[src/rtl/ptos_lane_sched_if.sv]
// rtl/ptos_lane_sched_if.sv - upstream byte handshake between producer and lane scheduler
//
// Purpose : groups the byte-wide valid/ready upstream channel.
// Signals : in_data  - upstream byte
//           in_valid - byte available (sampled only on boundary cycles)
//           in_ready - scheduler takes the byte this cycle
// Modports: master = upstream producer, slave = ptos_lane_sched
interface ptos_lane_sched_if;
  logic [7:0] in_data;
  logic       in_valid;
  logic       in_ready;

  modport master (output in_data, output in_valid, input in_ready);
  modport slave  (input in_data, input in_valid, output in_ready);
endinterface

[src/rtl/ptos_lane_sched.sv]
// rtl/ptos_lane_sched.sv - transmit lane scheduler: training, idle fill, MSB-first serializer
//
// Purpose : after enable, sends TRAIN_LEN COM symbols, then IDLE fill or upstream
//           payload bytes, one bit per clk, MSB first.
// Ports   : clk        - single bit-rate clock
//           reset      - synchronous, active-high
//           enable     - lane enable (acts at byte boundaries and in OFF)
//           up         - upstream byte handshake (slave side)
//           out_serial - serial lane bit
//           out_byte   - byte currently being shifted
//           byte_load  - pulse on the first bit of each new byte
//           is_data    - current byte is payload
//           active     - link trained
//           state      - 0=OFF 1=TRAIN 2=IDLE 3=DATA
module ptos_lane_sched #(
  parameter int         TRAIN_LEN = 4,
  parameter logic [7:0] COM_SYM   = 8'hBC,
  parameter logic [7:0] IDL_SYM   = 8'h7C
) (
  input  logic                     clk,
  input  logic                     reset,
  input  logic                     enable,
  ptos_lane_sched_if.slave         up,
  output logic                     out_serial,
  output logic [7:0]               out_byte,
  output logic                     byte_load,
  output logic                     is_data,
  output logic                     active,
  output logic [1:0]               state
);

  typedef enum logic [1:0] {
    ST_OFF   = 2'd0,
    ST_TRAIN = 2'd1,
    ST_IDLE  = 2'd2,
    ST_DATA  = 2'd3
  } state_t;

  localparam logic [3:0] TRAIN_LAST = 4'(TRAIN_LEN - 1);

  state_t     r_state;
  logic [2:0] r_bit_cnt;
  logic [3:0] r_train_cnt;
  logic [7:0] r_out_byte;
  logic       r_byte_load;
  logic       r_is_data;
  logic       r_active;

  logic w_boundary;
  logic w_train_done;
  logic w_in_ready;

  assign w_boundary   = (r_state != ST_OFF) && (r_bit_cnt == 3'd7);
  // The final TRAIN boundary already picks between IDLE and DATA, so it can accept a byte.
  assign w_train_done = (r_state != ST_TRAIN) || (r_train_cnt == TRAIN_LAST);
  assign w_in_ready   = w_boundary && enable && w_train_done;

  always_ff @(posedge clk) begin
    if (reset) begin
      r_state     <= ST_OFF;
      r_bit_cnt   <= 3'd0;
      r_train_cnt <= 4'd0;
      r_out_byte  <= 8'd0;
      r_byte_load <= 1'b0;
      r_is_data   <= 1'b0;
      r_active    <= 1'b0;
    end else begin
      r_byte_load <= 1'b0;
      if (r_state == ST_OFF) begin
        r_bit_cnt <= 3'd0;
        if (enable) begin
          r_state     <= ST_TRAIN;
          r_train_cnt <= 4'd0;
          r_out_byte  <= COM_SYM;
          r_byte_load <= 1'b1;
          r_is_data   <= 1'b0;
        end
      end else begin
        r_bit_cnt <= r_bit_cnt + 3'd1;  // wraps 7->0 exactly at the reload edge
        if (w_boundary) begin
          if (!enable) begin
            r_state     <= ST_OFF;
            r_train_cnt <= 4'd0;
            r_out_byte  <= 8'd0;
            r_is_data   <= 1'b0;
            r_active    <= 1'b0;
          end else if (!w_train_done) begin
            r_out_byte  <= COM_SYM;
            r_train_cnt <= r_train_cnt + 4'd1;
            r_byte_load <= 1'b1;
          end else begin
            r_active    <= 1'b1;
            r_byte_load <= 1'b1;
            if (up.in_valid) begin
              r_state    <= ST_DATA;
              r_out_byte <= up.in_data;
              r_is_data  <= 1'b1;
            end else begin
              r_state    <= ST_IDLE;
              r_out_byte <= IDL_SYM;
              r_is_data  <= 1'b0;
            end
          end
        end
      end
    end
  end

  assign up.in_ready = w_in_ready;
  assign out_serial  = (r_state != ST_OFF) ? r_out_byte[3'd7 - r_bit_cnt] : 1'b0;
  assign out_byte    = r_out_byte;
  assign byte_load   = r_byte_load;
  assign is_data     = r_is_data;
  assign active      = r_active;
  assign state       = r_state;

endmodule
[src/flat_wrapper.sv]
// flat-port wrapper written by rule: the top's interface ports become plain ports
module ptos_lane_sched_flat 
#(
  parameter int         TRAIN_LEN = 4,
  parameter logic [7:0] COM_SYM   = 8'hBC,
  parameter logic [7:0] IDL_SYM   = 8'h7C
)
  (clk, reset, enable, out_serial, out_byte, byte_load, is_data, active, state, up_in_data, up_in_valid, up_in_ready);
  ptos_lane_sched_if up_i ();
  input  logic clk;
  input  logic reset;
  input  logic enable;
  output logic out_serial;
  output logic [7:0] out_byte;
  output logic byte_load;
  output logic is_data;
  output logic active;
  output logic [1:0] state;
  input wire logic [$bits(up_i.in_data)-1:0] up_in_data;
  input wire logic [$bits(up_i.in_valid)-1:0] up_in_valid;
  output wire logic [$bits(up_i.in_ready)-1:0] up_in_ready;
  assign up_i.in_data = up_in_data;
  assign up_i.in_valid = up_in_valid;
  assign up_in_ready = up_i.in_ready;
  ptos_lane_sched #(.TRAIN_LEN(TRAIN_LEN), .COM_SYM(COM_SYM), .IDL_SYM(IDL_SYM)) u_core (.clk(clk), .reset(reset), .enable(enable), .up(up_i), .out_serial(out_serial), .out_byte(out_byte), .byte_load(byte_load), .is_data(is_data), .active(active), .state(state));
endmodule
[config.mk]
export PLATFORM = sky130hd
export DESIGN_NAME = ptos_lane_sched_flat
export DESIGN_NICKNAME = d
export VERILOG_FILES = /design/src/rtl/ptos_lane_sched_if.sv /design/src/rtl/ptos_lane_sched.sv /design/src/flat_wrapper.sv
export SDC_FILE = /design/constraint.sdc
export NUM_CORES = 1
export LEC_CHECK = 0
export CORE_UTILIZATION = 30
export CTS_CLUSTER_DIAMETER = 150
export DETAILED_ROUTE_END_ITERATION = 10
export DONT_BUFFER_PORTS = 1
export GPL_TIMING_DRIVEN = 0
export SLEW_MARGIN = 20
export SYNTH_ARGS = -nofsm -noshare
export SYNTH_HDL_FRONTEND = slang
export SYNTH_SLANG_ARGS = --single-unit
[constraint.sdc]
create_clock -name clk -period 4.3 [get_ports clk]
set_input_delay 0.43 -clock clk [delete_from_list [all_inputs] [get_ports clk]]
set_output_delay 0.43 -clock clk [all_outputs]
set_load 0.05 [all_outputs]
Word level (Yosys, flattened, before mapping)
Index checks and enable logic that the tools add are counted.
{"block": "word_totals", "register_bits": 20, "in_bits": 12, "out_inout_bits": 15, "word_cells": 62}
{"block": "op_classes", "addsub": 3, "order_cmp": 1, "eq_ne": 7, "muxes": 31, "bitwise": 1, "n_reduce_logical": 12}
{"op": "8-bit 2-to-1 mux", "count": 6}
{"op": "4-bit 2-to-1 mux", "count": 5}
{"op": "1-bit 2-to-1 mux", "count": 14}
{"op": "2-bit 2-to-1 mux", "count": 5}
{"op": "3-bit AND reduction", "count": 3}
{"op": "4-bit by 1-bit adder with 4-bit output, second input constant", "count": 1}
{"op": "4-bit by 2-bit == test with 1-bit output, second input constant", "count": 1}
{"op": "3-bit by 4-bit < comparator with 1-bit output, second input constant", "count": 1}
{"op": "2-bit by 1-bit inequality test with 1-bit output, second input constant", "count": 2}
{"op": "2-bit nonzero test", "count": 2}
{"op": "3-bit by 1-bit adder with 3-bit output, second input constant", "count": 1}
{"op": "1-bit binary-select mux with 3-bit select", "count": 1}
{"op": "3-bit == test, second input constant", "count": 1}
{"op": "1-bit logical AND", "count": 3}
{"op": "3-bit by 1-bit inequality test with 1-bit output, second input constant", "count": 1}
{"op": "3-bit inequality test, second input constant", "count": 1}
{"op": "3-bit subtractor, first input constant", "count": 1}
{"op": "2-bit logical NOT", "count": 1}
{"op": "2-bit inequality test, second input constant", "count": 1}
{"op": "2-bit AND reduction", "count": 1}
{"op": "2-bit OR reduction", "count": 1}
{"op": "1-bit logical OR", "count": 1}
{"op": "1-bit NOT", "count": 1}

Longest topological paths before layout
Gate-level depths: netlist of the first run.
{"block": "logic_depth", "word_depth": 6, "ltp_mapped": 8, "mapped_depth_nobuf": 6}

Worst setup path after synthesis of the first run
OpenSTA, ideal clock, no wires.
{"block": "synth_path", "kind": "reg2out", "from": "register u_core.r_state[0], in the netlist u_core.state[0]", "to": "output up_in_ready", "t_arrival_ns": 1.835, "required_time_ns": 3.870, "slack_ns": 2.035, "stages_incl_launch_ff": 5, "n_path_buf": 0, "path_cell_list": "dfxtp_1 > inv_1 > o41ai_4 > nand2_1 > inv_1"}
{"block": "synth_between", "elab_chain_len": 4, "elab_cells_between_ends": 6, "classes_between": "eq/ne: 1; reduce/logical: 5"}
{"element": "start: declaration", "line": "ptos_lane_sched.sv:41", "rtl": "state_t r_state;"}
{"element": "start signal: assignment", "line": "ptos_lane_sched.sv:60", "rtl": "r_state <= ST_OFF;"}
{"element": "start signal: assignment", "line": "ptos_lane_sched.sv:72", "rtl": "r_state <= ST_TRAIN;"}
{"element": "start signal: assignment", "line": "ptos_lane_sched.sv:82", "rtl": "r_state <= ST_OFF;"}
{"element": "2-bit nonzero test", "line": "ptos_lane_sched.sv:53", "rtl": "assign w_boundary = (r_state != ST_OFF) && (r_bit_cnt == 3'd7);"}
{"element": "1-bit logical AND", "line": "ptos_lane_sched.sv:53"}
{"element": "1-bit logical AND", "line": "ptos_lane_sched.sv:56", "rtl": "assign w_in_ready = w_boundary && enable && w_train_done;"}
{"element": "1-bit logical AND (*)", "line": "ptos_lane_sched.sv:56"}
{"element": "end: declaration", "line": "flat_wrapper.sv:21", "rtl": "output wire logic [$bits(up_i.in_ready)-1:0] up_in_ready;"}
Every way passes the cells marked *; elsewhere a longest branch is shown, timed or not.

Worst setup path after layout of the first run
Ends and elaborated chain as after synthesis.

==> results of run 1 <==
==> per-stage QoR <==
| stage | util [%] | std cells | hold WS, ns | area [µm²] |
|---|---|---|---|---|
| after detailed placement | 34.21 | 131 | 0.4874 | 975.9 |
| after global placement | 34.21 | 131 | 0.4835 | 975.9 |
| after CTS | 35.48 | 135 | 0.2597 | 1012 |
| after floorplan | - | 100 | 0.4667 | 937.1 |
| after global routing | 35.48 | 135 | 0.2468 | 1012 |
| final | 35.48 | 135 | 0.2559 | 1012 |
==> layout make-up <==
| class | count | area (µm²) | share of cell area, % |
|---|---|---|---|
| inverters | 10 | 37.54 | 3.708 |
| flip-flops and latches | 20 | 400.4 | 39.56 |
| clock buffers | 4 | 36.28 | 3.585 |
| well taps | 31 | 38.79 | 3.832 |
| multi-input cells | 65 | 474.2 | 46.85 |
| plain buffers | 5 | 25.02 | 2.472 |
==> logic make-up after synthesis <==
family	after synthesis
AO/OA/AOI/OAI	30
flip-flops	20
buffers and inverters	15
adder cells (fa/ha/maj)	3
AND/OR/NAND/NOR	29
multiplexers	3
==> cells in the final DEF (no fill, tap or decap), drive strengths merged, types with 2 or more instances in the layout <==
cell     n
a21oi    7
a221oi   6
buf      3
clkbuf   6
dfxtp   20
ha       3
inv     10
mux4     2
nand2    6
nand2b   2
nand3    5
nand4    2
nor2     5
nor3     2
nor3b    3
o21ai    9
o311ai   2
o31ai    2
==> routing by layer <==
| metal | up-vias | track usage (%) | wire length, µm |
|---|---|---|---|
| li1 | 378 | - | - |
| met1 | 366 | 18.18 | 970 |
| met2 | 27 | 21.35 | 991 |
| met3 | 9 | 6.696 | 149 |
| met4 | 0 | 9.524 | 78 |
| met5 | - | 0 | 0 |
==> flip-flops by register name, indices dropped and copies added, names as in the netlist <==
name                count
u_core.is_data          1
u_core.r_train_cnt      4
u_core.byte_load        1
u_core.r_bit_cnt        3
u_core.active           1
u_core.state            2
u_core.out_byte         8
==> final timing paths <==
kind | start | end | slack (ns) | depth (start not counted)
worst max-delay path | u_core.state[0] | up_in_ready | 1.43 | 4
worst min-delay path | up_in_valid | u_core.is_data | 0.26 | 2
worst max register to register | u_core.state[0] | u_core.out_byte[6] | 2.28 | 4
worst min register to register | u_core.r_train_cnt[1] | u_core.r_train_cnt[1] | 0.50 | 2
==> power by group through the flow <==
stage / Combinational [mW] / Clock [mW] / Sequential (mW)
6_report: 0.0308 / 0.113 / 0.218
5_1_grt: 0.0344 / 0.127 / 0.218
4_1_cts: 0.0307 / 0.113 / 0.218
3_5_place_dp: 0.0306 / 0 / 0.222
3_3_place_gp: 0.0298 / 0 / 0.222
2_1_floorplan: 0.0253 / 0 / 0.220
==> critical path: cells and delay by family (launching register included) <==
kind / cells / cell delay (ns)
flops: 1 / 0.77
simple gates: 1 / 0.19
buf+inv: 2 / 0.57
compound gates: 1 / 0.59
==> summary.md, run 1 <==
| Metric | Value |
|---|---|
| Max Slew Vio Count | 0 |
| Most frequent cells after synthesis | 20 x dfxtp_1, 9 x inv_1, 8 x o21ai_0 |
| Die height | 57.89 µm |
| Share of cells above drive strength 1 | 13.46% |
| Crit-path max FO | 10 |
| CTS buffer count | 3 |
| Setup WS post-layout | 1.428 ns |
| Routability congestion estimate | 0.7870 |
| Power density cells | 357.1 mW/mm² |
| EDFF count, synth | 0 |
| Final setup fails | 0 |
| DRC viols | 1 |
| Failing checks | design-rule violations |
| Total global routing overflow | 0 |
| Seq/Total Area, Yosys | 42.72% |
| Top cells by area, synth | dfxtp_1 43%, a221oi_1 5.6%, mux4_2 4.8% |
| P_leak | 0.3813 nW |
| WL per Instance | 16.21 µm |
| Crit-path cells | inv_1 > o41ai_4 > nand2_1 > inv_1 |
| Arr. time, crit path | 2.44 ns |
| Flops & latches, synth | 20 |
| Worst-Skew Late Latency | 0.31 ns |
| Initial Util | 32.85% |
| CTS sink count | 20 |
| Peak Freq | 0.3482 GHz |
| Via/cell ratio | 5.778 |
| FP Rows | 19 |
| Post-synthesis average cell area | 9.371 µm² |
| CTS tree | done |
| Syn nets | 115 |
| Main synth FF type | dfxtp_1 |
| Worst slew pin tran | 0.8869 ns |
| Reg clk slew, reported paths | 0.12 ns |
| Area leader, netlist | dfxtp_1 |
| RSZ-0062 raised after global routing | false |
| Sw Pwr | 0.1066 mW |
| Top-area cell type share of the netlist area | 42.72% |
| Dpl ws | 1.795 ns |
| Setup Buffers After CTS | 0 |
| PostCTS Resize Cnt | 0 |
| Final-stage net count | 120 |
| Setup TNS | 0 ns |
| Compound-gate portion of the synthesized area | 23.50% |
| Post-DP HPWL | 1.653 mm |
| Tcrit/Tclk final | 66.79% |
| Number of global-route vias before repair | 774 |
| Longest Clk Path Bufs | 2 |
| Total number of vias | 780 |
| Seq pwr share | 60.2% |
| Worst vdd ir | 0.1134 mV |
| CP Class | flop to output port |
| Crit path launch type | flop |
| GRT Overall Usage | 14.94% |
| Crit path max-delay cell type | dfxtp_1 |
| Combinational Power Share | 8.5% |
| Number of diodes | 0 |
| Port Buf Inserts | 0 |
| Post-synthesis mux area share | 5.874% |
| Clock share of power | 31.3% |
| Type of the tightest min-delay check | input pin to flop |
| Sw Ratio | 29.48% |
| Post-Synth XOR/XNOR Area | 0% |
| Clock Skew | 0.005071 ns |
| Top-count cell post-synth | dfxtp_1 |
| Top cell by count, worst path | inv_1 |
| H-Tree Depth | 1 |
| Cell Area, Synth | 937.1 µm² |
| Endpoint class of the critical path | output port |
| Crit-path max cell delay | 0.77 ns |
| I/O Pins | 27 |
| Tot Pwr | 0.3615 mW |
| TritonRoute pass-1 iters | 7 |
| Die width | 57.89 µm |
| Relative slew slack | 40.65% |
| Largest net degree at the start of global routing | 12 |
| First-pass GRT wire length | 3.691 mm |
| Cts hold-fix bufs | 0 |
| Synth warn | 0 |
| Crit path time final | 2.872 ns |
| Final hold vios | 0 |
| Drt initial violations | 64 |
| Initial antenna violation count | 0 |
| Syn Inst Count | 100 |
| Largest family of logic cells by synthesized area | compound AO/OA/AOI/OAI gates |
| FFs w/ async S/R, synth | 0% |
| Status | complete, but fails checks |
| Total routed wirelength | 2.189 mm |
| Routed Antenna Nets | 0 |
| Pint | 0.2549 mW |
| Critical path required time | 3.87 ns |
| Distinct cells, synth | 34 |
| Core area | 0.002853 mm² |
| Fillers | 308 |
| Post-Synth Simple-Gate Area | 17.22% |
| Area of the die | 0.003351 mm² |
| Root buffer cell | clkbuf_4 |
| Max Cap Viol | 0 |
| Area growth syn-to-layout | 8.011% |
| Post-synthesis adder-cell area fraction | 4.005% |
(Power assumes the default switching activity.)
==> run 2, diff against run 1 <==
==> constraint.sdc (replaced) <==
create_clock -name clk -period 2.4 [get_ports clk]
set_input_delay 0.24 -clock clk [delete_from_list [all_inputs] [get_ports clk]]
set_output_delay 0.24 -clock clk [all_outputs]
set_load 0.05 [all_outputs]
==> run 2 against run 1 <==
Effect of this change: the run still ends with design-rule violations left; critical path depth unchanged; first-iteration DRC count is 3.1% lower; clock skew grew 0.0033 ns; highest routed layer unchanged; via count increased by 0.64%; power increased by 80%; register-to-register slack lost 1.8 ns; combinational power rose by 81%; die area unchanged.
==> summary.md, run 2 (same netlist as run 1, synthesis figures left out) <==
| Metric | Value |
|---|---|
| Core area | 0.002853 mm² (unchanged) |
| Max Slew Vio Count | 0 (unchanged) |
| Power density cells | 627.7 mW/mm² (+76%) |
| Sw Ratio | 29.60% (+0.12 points) |
| Hold_sp | up_in_valid |
| TritonRoute pass-1 iters | 7 (unchanged) |
| Failing checks | design-rule violations |
| Final hold vios | 0 (unchanged) |
| Worst-Skew Late Latency | 0.31 ns (about the same) |
| DRC viols | 1 (unchanged) |
| First-pass GRT wire length | 3.691 mm (unchanged) |
| Peak Freq | 0.4568 GHz |
| Worst vdd ir | 0.2072 mV (+83%) |
| CTS buffer count | 3 (unchanged) |
| Seq pwr share | 60.1% (about the same) |
| Initial antenna violation count | 0 (unchanged) |
| Routed Antenna Nets | 0 (unchanged) |
| Max Cap Viol | 0 (unchanged) |
| Crit path time final | 2.189 ns |
| Port Buf Inserts | 0 (unchanged) |
| FP Rows | 19 (unchanged) |
| Number of global-route vias before repair | 774 (unchanged) |
| I/O Pins | 27 (unchanged) |
| Longest Clk Path Bufs | 2 (unchanged) |
| Reg clk slew, reported paths | 0.12 ns (about the same) |
| Root buffer cell | clkbuf_4 |
| Crit path launch type | flop |
| GRT Overall Usage | 14.94% (unchanged) |
| P_leak | 0.3818 nW (+0.14%) |
| Endpoint class of the critical path | output port |
| Post-DP HPWL | 1.653 mm (unchanged) |
| Crit. Startpoint | u_core.state[1] |
| Via/cell ratio | 5.730 (-0.83%) |
| RSZ-0062 raised after global routing | false |
| CP Class | flop to output port |
| Status | complete, but fails checks |
| Total global routing overflow | 0 (unchanged) |
| Final-stage net count | 122 (+1.7%) |
| Max reg flops | 8 (unchanged) |
| Number of diodes | 0 (unchanged) |
| Die width | 57.89 µm (unchanged) |
| CTS tree | done |
| Clock Skew | 0.008394 ns (+0.003323 ns) |
| Type of the tightest min-delay check | input pin to flop |
| Clock share of power | 31.4% (about the same) |
| Total number of vias | 785 (+0.64%) |
| Combinational Power Share | 8.6% (about the same) |
| Most frequent cells in the layout | 19 x dfxtp_1, 8 x inv_1, 8 x o21ai_0 |
| Sw Pwr | 0.1923 mW (+80%) |
| Initial Util | 32.85% (unchanged) |
| Tcrit/Tclk final | 91.22% |
| Final setup fails | 0 (unchanged) |
| Drt initial violations | 62 (-3.1%) |
| Critical path required time | 2.16 ns (-1.71 ns) |
| Area of the die | 0.003351 mm² (unchanged) |
| WL per Instance | 15.96 µm (-1.5%) |
| H-Tree Depth | 1 (unchanged) |
| Routability congestion estimate | 0.7870 (unchanged) |
| Worst slew pin tran | 0.7643 ns (-0.1226 ns) |
| Leading cell type in the layout, fill and taps excluded | dfxtp_1 |
| Crit-path max FO | 8 (-2) |
| Relative slew slack | 48.98% (+8.3 points) |
| Total routed wirelength | 2.187 mm (about the same) |
| Area growth syn-to-layout | 10.41% |
| Pint | 0.4572 mW (+79%) |
| Share of cells above drive strength 1 | 17.92% (+4.5 points) |
| Die height | 57.89 µm (unchanged) |
| CTS sink count | 20 (unchanged) |
| Largest net degree at the start of global routing | 12 (unchanged) |
| Arr. time, crit path | 1.95 ns (-0.49 ns) |
| Origin of the critical flop-to-flop path | u_core.r_bit_cnt[0] |
| Cts hold-fix bufs | 0 (unchanged) |
| Setup TNS | 0 ns (unchanged) |
| Core Util, Final | 36.27% (+0.79 points) |
run 2: metrics by stage:
stage                     hold WS, ns  area [µm²]  instances  setup slack (ns)  power, mW
after global routing          0.05684        1035        137            0.1020     0.6814
after detailed placement       0.4055       975.9        131           0.08503     0.4526
after floorplan                0.3877       937.1        100            0.3250     0.4392
final                         0.06489        1035        137            0.2107     0.6495
after CTS                     0.06971        1017        135           0.05443     0.6483
after global placement         0.3955       975.9        131            0.1036     0.4505
run 2: final cells by class:
| class | instances | area [µm²] |
|---|---|---|
| sequential | 20 | 401.6 |
| buffer | 5 | 25.02 |
| clock buffer | 4 | 36.28 |
| inverter | 10 | 41.29 |
| tap | 31 | 38.79 |
| multi-input combinational | 65 | 476.7 |
| fill | 306 | 1818 |
| timing repair buffer | 2 | 15.01 |
run 2: what timing repair did:
item,in CTS,in global routing
gates cloned,0,0
endpoints found under the setup margin,1,2
resized for setup,2,1
buffers inserted,0,2
hold endpoints to repair,0,0
pin swaps,0,1
run 2: worst paths after layout:
path | slack, ns | end | cells after the start
worst max register to register | 0.48 | u_core.r_train_cnt[1] | 7
worst min-delay path | 0.06 | u_core.is_data | 2
worst min register to register | 0.50 | u_core.r_train_cnt[1] | 2
worst max-delay path | 0.21 | up_in_ready | 4
run 2: metal layers:
layer	up-vias	wire length, µm	global-route usage [%]
li1	381	-	-
met5	-	0	0
met1	368	925	18.18
met2	29	1034	21.35
met3	7	159	6.696
met4	0	68	9.524
run 2: critical path: stages (launching register included):
cell	delay [ns]
dfxtp_1	0.84
nand2_1	0.20
o41ai_4	0.14
nand2_1	0.21
clkinvlp_4	0.25
run 2: power groups by stage:
stage,combinational [mW],sequential [mW],clock [mW]
2_1_floorplan,0.0453,0.394,0
3_3_place_gp,0.0534,0.397,0
3_5_place_dp,0.0548,0.398,0
4_1_cts,0.0550,0.390,0.203
5_1_grt,0.0624,0.392,0.227
6_report,0.0556,0.390,0.204
